### config.mk
export PLATFORM = sky130hd
export DESIGN_NAME = alu_exec_unit
export DESIGN_NICKNAME = d
export VERILOG_FILES = /design/src/rtl/alu_exec_unit.sv
export SDC_FILE = /design/constraint.sdc
export NUM_CORES = 1
export LEC_CHECK = 0
export ABC_AREA = 1
export BUFFER_PORTS_ARGS = -buffer_cell sky130_fd_sc_hd__buf_2
export CELL_PAD_IN_SITES_DETAIL_PLACEMENT = 1
export CELL_PAD_IN_SITES_GLOBAL_PLACEMENT = 1
export CORE_MARGIN = 4
export CORE_UTILIZATION = 25
export DETAILED_ROUTE_END_ITERATION = 8
export PLACE_DENSITY_LB_ADDON = 0.3
export SLEW_MARGIN = 20
export SYNTH_ARGS = -nofsm -noshare
export SYNTH_HDL_FRONTEND = slang
export SYNTH_SLANG_ARGS = --single-unit
### constraint.sdc
create_clock -name clk -period 4.5 [get_ports clk]
set_input_delay 0.45 -clock clk [delete_from_list [all_inputs] [get_ports clk]]
set_output_delay 0.45 -clock clk [all_outputs]
set_load 0.01 [all_outputs]
### src/rtl/alu_exec_unit.sv
// Handshaked RV32I/M execute unit: decodes ALUOp/funct fields to a 5-bit op code
// and returns single-cycle results immediately, multiply/divide after DATA_WIDTH steps.
module alu_exec_unit #(
    parameter int DATA_WIDTH = 32,
    parameter bit MEXT_EN    = 1'b1
) (
    input  logic                  clk,
    input  logic                  rstn,
    input  logic                  en,
    input  logic                  in_valid,
    output logic                  in_ready,
    input  logic [2:0]            ALUOp,
    input  logic                  op_5,
    input  logic [2:0]            funct3,
    input  logic                  funct7_5,
    input  logic                  funct7_0,
    input  logic [DATA_WIDTH-1:0] src_a,
    input  logic [DATA_WIDTH-1:0] src_b,
    output logic                  out_valid,
    input  logic                  out_ready,
    output logic [DATA_WIDTH-1:0] result,
    output logic [4:0]            ALUControl,
    output logic                  illegal
);
    localparam int W  = DATA_WIDTH;
    localparam int SW = $clog2(W);
    localparam logic [SW-1:0] CNT_LAST = SW'(W - 1);
    localparam logic [W-1:0]  MOST_NEG = {1'b1, {(W-1){1'b0}}};

    localparam logic [4:0] C_ADD = 5'd0,  C_SUB = 5'd1,  C_AND = 5'd2,  C_OR = 5'd3,
                           C_SLT = 5'd4,  C_SLTU = 5'd5, C_XOR = 5'd6,  C_SLL = 5'd7,
                           C_SRL = 5'd8,  C_SRA = 5'd9,  C_MUL = 5'd10, C_MULH = 5'd11,
                           C_MULHSU = 5'd12, C_MULHU = 5'd13, C_DIV = 5'd14,
                           C_DIVU = 5'd15, C_REM = 5'd16, C_REMU = 5'd17;

    typedef enum logic [1:0] {S_IDLE, S_BUSY, S_DONE} state_t;

    state_t          r_state, w_state_nxt;
    logic [SW-1:0]   r_cnt;
    logic [W-1:0]    r_result, r_hi, r_lo, r_opb;
    logic [4:0]      r_ctrl;
    logic            r_illegal, r_is_mul, r_neg, r_neg_r;

    logic [4:0]      w_ctrl;
    logic            w_illegal, w_accept, w_is_mul, w_is_div, w_sgn_a, w_sgn_b;
    logic            w_sa, w_sb, w_div0, w_ovf, w_iter, w_ge;
    logic [W-1:0]    w_mag_a, w_mag_b, w_fast, w_nhi, w_nlo, w_quo, w_rem, w_final;
    logic [SW-1:0]   w_shamt;
    logic [W:0]      w_add, w_rsh, w_diff;
    logic [2*W-1:0]  w_prod, w_prod_s;

    // ---------------- decode ----------------
    always_comb begin
        w_ctrl    = C_ADD;
        w_illegal = 1'b0;
        case (ALUOp)
            3'b000: w_ctrl = C_ADD;
            3'b001: w_ctrl = C_SUB;
            3'b010: begin
                if (op_5 && funct7_0) begin
                    if (MEXT_EN) w_ctrl = C_MUL + {2'b00, funct3};
                    else         w_illegal = 1'b1;
                end else begin
                    case (funct3)
                        3'b000:  w_ctrl = (op_5 && funct7_5) ? C_SUB : C_ADD;
                        3'b001:  w_ctrl = C_SLL;
                        3'b010:  w_ctrl = C_SLT;
                        3'b011:  w_ctrl = C_SLTU;
                        3'b100:  w_ctrl = C_XOR;
                        3'b101:  w_ctrl = funct7_5 ? C_SRA : C_SRL;
                        3'b110:  w_ctrl = C_OR;
                        default: w_ctrl = C_AND;
                    endcase
                end
            end
            default: w_illegal = 1'b1;
        endcase
    end

    assign w_is_mul = !w_illegal && (w_ctrl >= C_MUL) && (w_ctrl <= C_MULHU);
    assign w_is_div = !w_illegal && (w_ctrl >= C_DIV);
    assign w_sgn_a  = (w_ctrl == C_MUL) || (w_ctrl == C_MULH) || (w_ctrl == C_MULHSU) ||
                      (w_ctrl == C_DIV) || (w_ctrl == C_REM);
    assign w_sgn_b  = (w_ctrl == C_MUL) || (w_ctrl == C_MULH) ||
                      (w_ctrl == C_DIV) || (w_ctrl == C_REM);
    assign w_sa     = w_sgn_a && src_a[W-1];
    assign w_sb     = w_sgn_b && src_b[W-1];
    assign w_mag_a  = w_sa ? -src_a : src_a;
    assign w_mag_b  = w_sb ? -src_b : src_b;
    assign w_div0   = w_is_div && (src_b == '0);
    // Only signed DIV/REM have w_sgn_b set among the divide ops.
    assign w_ovf    = w_is_div && w_sgn_b && (src_a == MOST_NEG) && (&src_b);
    assign w_iter   = (w_is_mul || w_is_div) && !w_div0 && !w_ovf;
    assign w_shamt  = src_b[SW-1:0];

    // ---------------- single-cycle results ----------------
    always_comb begin
        w_fast = '0;
        if (!w_illegal) begin
            case (w_ctrl)
                C_ADD:  w_fast = src_a + src_b;
                C_SUB:  w_fast = src_a - src_b;
                C_AND:  w_fast = src_a & src_b;
                C_OR:   w_fast = src_a | src_b;
                C_XOR:  w_fast = src_a ^ src_b;
                C_SLT:  w_fast = {{(W-1){1'b0}}, $signed(src_a) < $signed(src_b)};
                C_SLTU: w_fast = {{(W-1){1'b0}}, src_a < src_b};
                C_SLL:  w_fast = src_a << w_shamt;
                C_SRL:  w_fast = src_a >> w_shamt;
                C_SRA:  w_fast = $signed(src_a) >>> w_shamt;
                C_DIV, C_DIVU: w_fast = w_div0 ? '1 : src_a;
                C_REM, C_REMU: w_fast = w_div0 ? src_a : '0;
                default: w_fast = '0;
            endcase
        end
    end

    // ---------------- iterative mul/div step ----------------
    // r_hi:r_lo is the shift-add product register, or remainder:quotient.
    assign w_add  = {1'b0, r_hi} + {1'b0, (r_lo[0] ? r_opb : '0)};
    assign w_rsh  = {r_hi, r_lo[W-1]};
    assign w_diff = w_rsh - {1'b0, r_opb};
    assign w_ge   = !w_diff[W];

    always_comb begin
        if (r_is_mul) begin
            w_nhi = w_add[W:1];
            w_nlo = {w_add[0], r_lo[W-1:1]};
        end else begin
            w_nhi = w_ge ? w_diff[W-1:0] : w_rsh[W-1:0];
            w_nlo = {r_lo[W-2:0], w_ge};
        end
    end

    assign w_prod   = {w_nhi, w_nlo};
    assign w_prod_s = r_neg ? -w_prod : w_prod;
    assign w_quo    = r_neg ? -w_nlo : w_nlo;
    assign w_rem    = r_neg_r ? -w_nhi : w_nhi;

    always_comb begin
        case (r_ctrl)
            C_MUL:                   w_final = w_prod_s[W-1:0];
            C_MULH, C_MULHSU, C_MULHU: w_final = w_prod_s[2*W-1:W];
            C_DIV, C_DIVU:           w_final = w_quo;
            default:                 w_final = w_rem;
        endcase
    end

    // ---------------- FSM ----------------
    always_ff @(posedge clk or negedge rstn) begin
        if (!rstn)   r_state <= S_IDLE;
        else if (en) r_state <= w_state_nxt;
    end

    always_comb begin
        w_state_nxt = r_state;
        case (r_state)
            S_IDLE: if (w_accept) w_state_nxt = w_iter ? S_BUSY : S_DONE;
            S_BUSY: if (r_cnt == CNT_LAST) w_state_nxt = S_DONE;
            S_DONE: if (out_ready) w_state_nxt = !w_accept ? S_IDLE : (w_iter ? S_BUSY : S_DONE);
            default: w_state_nxt = S_IDLE;
        endcase
    end

    always_comb begin
        in_ready  = en && ((r_state == S_IDLE) || ((r_state == S_DONE) && out_ready));
        out_valid = (r_state == S_DONE);
    end

    assign w_accept = in_valid && in_ready;

    // ---------------- datapath registers ----------------
    always_ff @(posedge clk or negedge rstn) begin
        if (!rstn) begin
            r_cnt     <= '0;
            r_result  <= '0;
            r_hi      <= '0;
            r_lo      <= '0;
            r_opb     <= '0;
            r_ctrl    <= '0;
            r_illegal <= 1'b0;
            r_is_mul  <= 1'b0;
            r_neg     <= 1'b0;
            r_neg_r   <= 1'b0;
        end else if (en) begin
            if (w_accept) begin
                r_ctrl    <= w_ctrl;
                r_illegal <= w_illegal;
                r_cnt     <= '0;
                r_is_mul  <= w_is_mul;
                r_neg     <= w_sa ^ w_sb;
                r_neg_r   <= w_sa;
                r_hi      <= '0;
                r_lo      <= w_mag_a;
                r_opb     <= w_mag_b;
                if (!w_iter) r_result <= w_fast;
            end else if (r_state == S_BUSY) begin
                r_hi  <= w_nhi;
                r_lo  <= w_nlo;
                r_cnt <= r_cnt + 1'b1;
                // Sign fix-up folds into the last step so the result lands with DONE.
                if (r_cnt == CNT_LAST) r_result <= w_final;
            end
        end
    end

    assign result     = r_result;
    assign ALUControl = r_ctrl;
    assign illegal    = r_illegal;
endmodule
# --- After elaboration in Yosys (flattened, before gate mapping) ---
# Index checks and enable logic that the tools add are counted.
word_totals:
  regBits: 144
  latch_bits: 0
  ramBits: 0
  rom_bits: 0
  input_bits: 78
  out_inout_bits: 40
  wordCells: 152
  mem_count: 0
classes:
  addsub: 11
  multipliers: 0
  div_mod_pow: 0
  order_cmp: 5
  eq_ne: 38
  shift: 3
  muxes: 36
  n_bitwise: 4
  reduce_logical: 44
op_table:
  columns: ["cell", "n"]
  rows:
  - ["$mux 32", 19]
  - ["$pmux 32 s12", 1]
  - ["$neg 32->32", 4]
  - ["$pmux 32 s3", 1]
  - ["$eq 5x4->1 const B", 13]
  - ["$lt 32x32->1", 2]
  - ["$mux 64", 1]
  - ["$neg 64->64", 1]
  - ["$add 32x32->33", 1]
  - ["$sub 33x32->33", 1]
  - ["$add 32x32->32", 1]
  - ["$and 32x32->32", 1]
  - ["$eq 32x32->1 const B", 1]
  - ["$logic_not 32->1", 1]
  - ["$or 32x32->32", 1]
  - ["$reduce_and 32->1", 1]
  - ["$shl 32x5->32", 1]
  - ["$shr 32x5->32", 1]
  - ["$sshr 32x5->32", 1]
  - ["$sub 32x32->32", 1]
  - ["$xor 32x32->32", 1]
  - ["$pmux 4 s7", 1]
  - ["$eq 5x3->1 const B", 4]
  - ["$logic_and 1x1->1", 16]
  - ["other kinds (30)", 65]

# --- Depth between registers and ports, before layout ---
logic_depth:
  word_depth: 18
  depth_mapped: 37

# --- Worst setup path before layout ---
# OpenSTA, ideal clock, no wires.
synth_path:
  path_kind: "reg2reg"
  from: "register r_lo[31]"
  to: "register r_result[12], in the netlist result[12]"
  setup_ns: 0.123
  arrival_ns: 3.840
  required_ns: 4.377
  path_slack_ns: 0.537
  stages_incl_launch_ff: 36
  n_path_buf: 0
  period_less_slack_ns: 3.963
  path_cell_list: "dfrtp_1 -> inv_1 -> ha_1 -> inv_1 -> fa_1 -> nand3_1 -> nand3_2 -> nand2_1 -> nand2_2 -> nand2_1 -> nand2_2 -> nand2_2 -> nand3_2 -> nand3_2 -> nand2_2 -> inv_2 -> ha_1 -> nand3_1 -> nor2_1 -> nand3_1 -> nor2_1 -> nand3_1 -> inv_1 -> nand3_1 -> nor2_1 -> a21oi_1 -> inv_1 -> nand2_1 -> inv_1 -> nand2_1 -> inv_2 -> nand2_1 -> nand3_1 -> nand2_1 -> o21ai_1 -> a21oi_1"
synth_via:
  elab_chain_cells: 9
  word_cells_on_any_way: 15
  classes_between: "add/sub (4); mux (10); reduce/logical (1)"
synth_rtl:
  columns: ["item", "line_no", "source"]
  rows:
  - ["start, declared", "40", "logic [W-1:0] r_result, r_hi, r_lo, r_opb;"]
  - ["start signal, assigned", "194", "r_lo <= w_mag_a;"]
  - ["start signal, assigned", "199", "r_lo <= w_nlo;"]
  - ["$sub 33x32->33", "122", "assign w_diff = w_rsh - {1'b0, r_opb};"]
  - ["$mux 32 / $logic_not 1->1 (equally long branches)", "130, 123", null]
  - ["$mux 32", "126", "if (r_is_mul) begin"]
  - ["$neg 64->64, or another cell as far along", "136", "assign w_prod_s = r_neg ? -w_prod : w_prod;"]
  - ["$mux 64, or another cell as far along", "136", null]
  - ["$pmux 32 s3 *", "141", "case (r_ctrl)"]
  - ["$mux 32 *", "202", "if (r_cnt == CNT_LAST) r_result <= w_final;"]
  - ["$mux 32 *", "197", "end else if (r_state == S_BUSY) begin"]
  - ["$mux 32 *", "186", "if (w_accept) begin"]
  - ["end signal, assigned", "196", "if (!w_iter) r_result <= w_fast;"]
  - ["end signal, assigned", "202", null]
  - ["end, declared", "40", null]
# Mark *: on every way between the ends. The rest lies on a longest branch, timed or not. The select of a mux whose other input is x is not followed.
# A chain may end at the register's enable or synchronous reset.

# --- Worst setup path in the final report ---
layout_path:
  from: "register r_lo[31]"
  to: "register r_result[15], in the netlist result[15]"
# Same word-level chain as after synthesis.

==> metrics.cfg <==
[min_path]
hold_path_depth = 4
min_from = in_valid
hold_path_end = r_cnt[2]
hp-class = input pin to flip-flop

[die]
dieArea_um2 = 108000
die_height_um = 329
core_region_area_um2 = 102000
rows = 117
ios = 118
start_util_pct = 25.2
die_w_um = 329

[clocking]
cts_buffers = 17
cts_tree = built
cts_max_level = 4
insertion_delay_ps = 480
cts_root_buf = clkbuf_16
clock-sinks = 144
clkTransAtPathRegs_ps = 70
clockBufferDepth = 2

[global_routing]
grt_util_met3_pct = 2.93
grt_pass1_vias = 34100
antenna_found_initial = 5
grt.met1_usage_pct = 37.8
grt_start_max_net_pins = 89
use_met2_pct = 48.1
grt_overflow = 0
grt_pass1_wl_mm = 235
grt-busiest-layer = met2
grt_usage_pct = 29.5

[setup_path]
r2r_slack_ps = 230
cp_common_cell = nand2_1
r2r-end = result[15]
required_ps = 4880
cpPeakStageDelay_ps = 420
ff2ff_path_depth = 29
crit_slowest_cell = fa_2
crit_type = flip-flop to flip-flop
r2r-start = r_lo[31]
cp_max_fo = 26
crit_arrival_ps = 4650
cp-end-kind = flip-flop
startpoint_type = flip-flop

[place]
dp_hpwl_mm = 137
numPortBuffers = 117
placed_area_um2 = 29500
gp_congestion = 1.06

[synthesis]
synth_common_cells = nand2_1 (1274), inv_1 (575), nor2_1 (496), o21ai_0 (431), a21oi_1 (346)
yosysTopAreaCell = nand2_1
synth_most_common_cell = nand2_1
yosys_warnings = 0
ys_seq_area_share_pct = 14.0
ys_seq_elements = 144
synth_nets = 4875
ys_top_cells_by_area = nand2_1 (19%), dfrtp_1 (14%), inv_1 (8.4%), o21ai_0 (8.4%), ha_1 (8.2%)
synth_top_area_share_pct = 18.6
async_flop_share_pct = 100
synth-edff-count = 0
synth_area_um2 = 25700
synth_top_flop_cell = dfrtp_1
synth_cell_types = 64
netlist_instances = 4624
syn_area_per_cell_um2 = 5.56

[power_and_ir_drop]
power_density_nw_per_um2 = 595
ir_worst_vdd_mv = 0.494
p_leak_uw = 0.0151

[route]
ant_nets = 0
wire_per_inst_um = 26.3
dr.pass1.iters = 5
route.detailed.drc = 0
viasPerCell = 5.47
vias = 34200
routed_wl_mm = 164
drt-initial-drc-count = 3262

[timing]
final_hold_viol_count = 0
relSlewSlack_pct = 22.4
tightestPinTransition_ps = 1150
hold_slack_ps = 412
fin_skew_ps = 24.3
slew_violations = 0
period_share_pct = 94.9
fin_crit_ps = 4270
setup_viol = 0
fmax_mhz = 234

[cells_and_area]
area_growth_pct = 17.7
layout.nets = 5109
fin_util_pct = 29.7
post-route-cell-area_um2 = 30200
final_layout_size_suffix_gt1_share_pct = 12.2

[outcome]
status = completed

[flow_run]
cap_violations = 0

[how the worst max path moves through the flow]
stage | endpoint | startpoint | slack, ps | depth (start not counted)
2_1_floorplan | result[12] | r_lo[31] | 540 | 35
3_3_place_gp | result[18] | r_lo[31] | 160 | 32
3_5_place_dp | result[20] | r_lo[31] | 100 | 36
4_1_cts | result[20] | r_lo[31] | 30 | 36
5_1_grt | result[20] | r_lo[31] | -60 | 36
6_report | result[15] | r_lo[31] | 230 | 29
[routing by layer]
layer,wire length [µm],up-vias
met1,69500,16800
met5,35,-
met4,11900,4
met2,73700,1257
li1,-,15800
met3,8980,371
[where the power goes]
part / leakage (µW) / internal (µW) / total, µW / switching, µW
clock network: 0.000289 / 840 / 1550 / 710
registers: 0.00174 / 1740 / 2240 / 498
logic: 0.0131 / 4420 / 14200 / 9780
[flip-flops by register name (all words and copies together), names as in the netlist]
signal and cells:
r_neg 1, r_opb 32, r_state 2, r_hi 32, illegal 1, r_is_mul 1, r_cnt 5, result 32
r_lo 32, r_neg_r 1, ALUControl 5
[worst max-delay path: cells and delay by family (launching register included)]
family | cells | cell delay, ps
flip-flops | 1 | 390
adder cells (fa/ha/maj) | 2 | 560
AO/OA/AOI/OAI | 2 | 360
buffers and inverters | 5 | 790
AND/OR/NAND/NOR | 20 | 2060
[logic make-up after synthesis]
| group | Yosys count | share of synthesized area, % |
|---|---|---|
| AO/OA/AOI/OAI | 1064 | 23.5 |
| XOR/XNOR | 83 | 2.83 |
| adder cells (fa/ha/maj) | 173 | 8.54 |
| buffers and inverters | 794 | 12.0 |
| flip-flops | 144 | 14.0 |
| multiplexers | 9 | 0.351 |
| AND/OR/NAND/NOR | 2357 | 38.8 |
[area by class of cell]
cell class	count	area (µm²)
diodes	2	5.00
inverters	595	2230
well taps	1368	1710
fillers	13700	71700
clock inverters	14	158
multi-input cells	3686	19200
repair buffers	414	2930
clock buffers	18	439
flip-flops and latches	144	3610
[layout by cell type, fill, tap and decap left out, types with 12 or more instances in the layout]
cell type,synthesis,routed
buf_4,3,287
nand3b_1,12,12
a21o_1,12,12
o221ai_1,34,34
nor4_1,17,17
a31oi_1,17,17
nand2_2,28,32
inv_1,575,569
nand3_2,13,15
nand4_1,62,62
xor2_1,78,78
o22ai_1,52,52
o21ai_1,19,19
o211ai_1,23,23
clkbuf_16,0,17
buf_2,26,116
nand2_1,1274,1269
nand3_1,331,326
nor2_2,19,24
dfrtp_1,144,142
nor3_1,67,67
o21ai_0,431,429
inv_2,12,18
ha_1,169,168
a211oi_1,14,14
o21a_1,21,21
nor2_1,496,489
a221oi_1,14,14
o2111ai_1,13,13
o21bai_1,13,13
a21oi_1,346,343
[repair_timing]
item,4_1_cts,5_1_grt
endpoints found under the hold margin,22,0
gates resized for setup,0,32
endpoints found under the setup margin,0,29
hold buffers,1,0
buffers inserted,0,5
[per-stage QoR]
step / total power, µW / setup slack [ps] / std cells / TNS (ps)
detailed placement: 16000 / 102 / 6201 / 0
floorplan: 10300 / 537 / 4624 / 0
global placement: 15900 / 158 / 6201 / 0
global route: 19300 / -59.0 / 6239 / -138
CTS: 17600 / 34.7 / 6234 / 0
finish: 18000 / 232 / 6241 / 0
No activity file was read; power rests on OpenSTA's default activity.
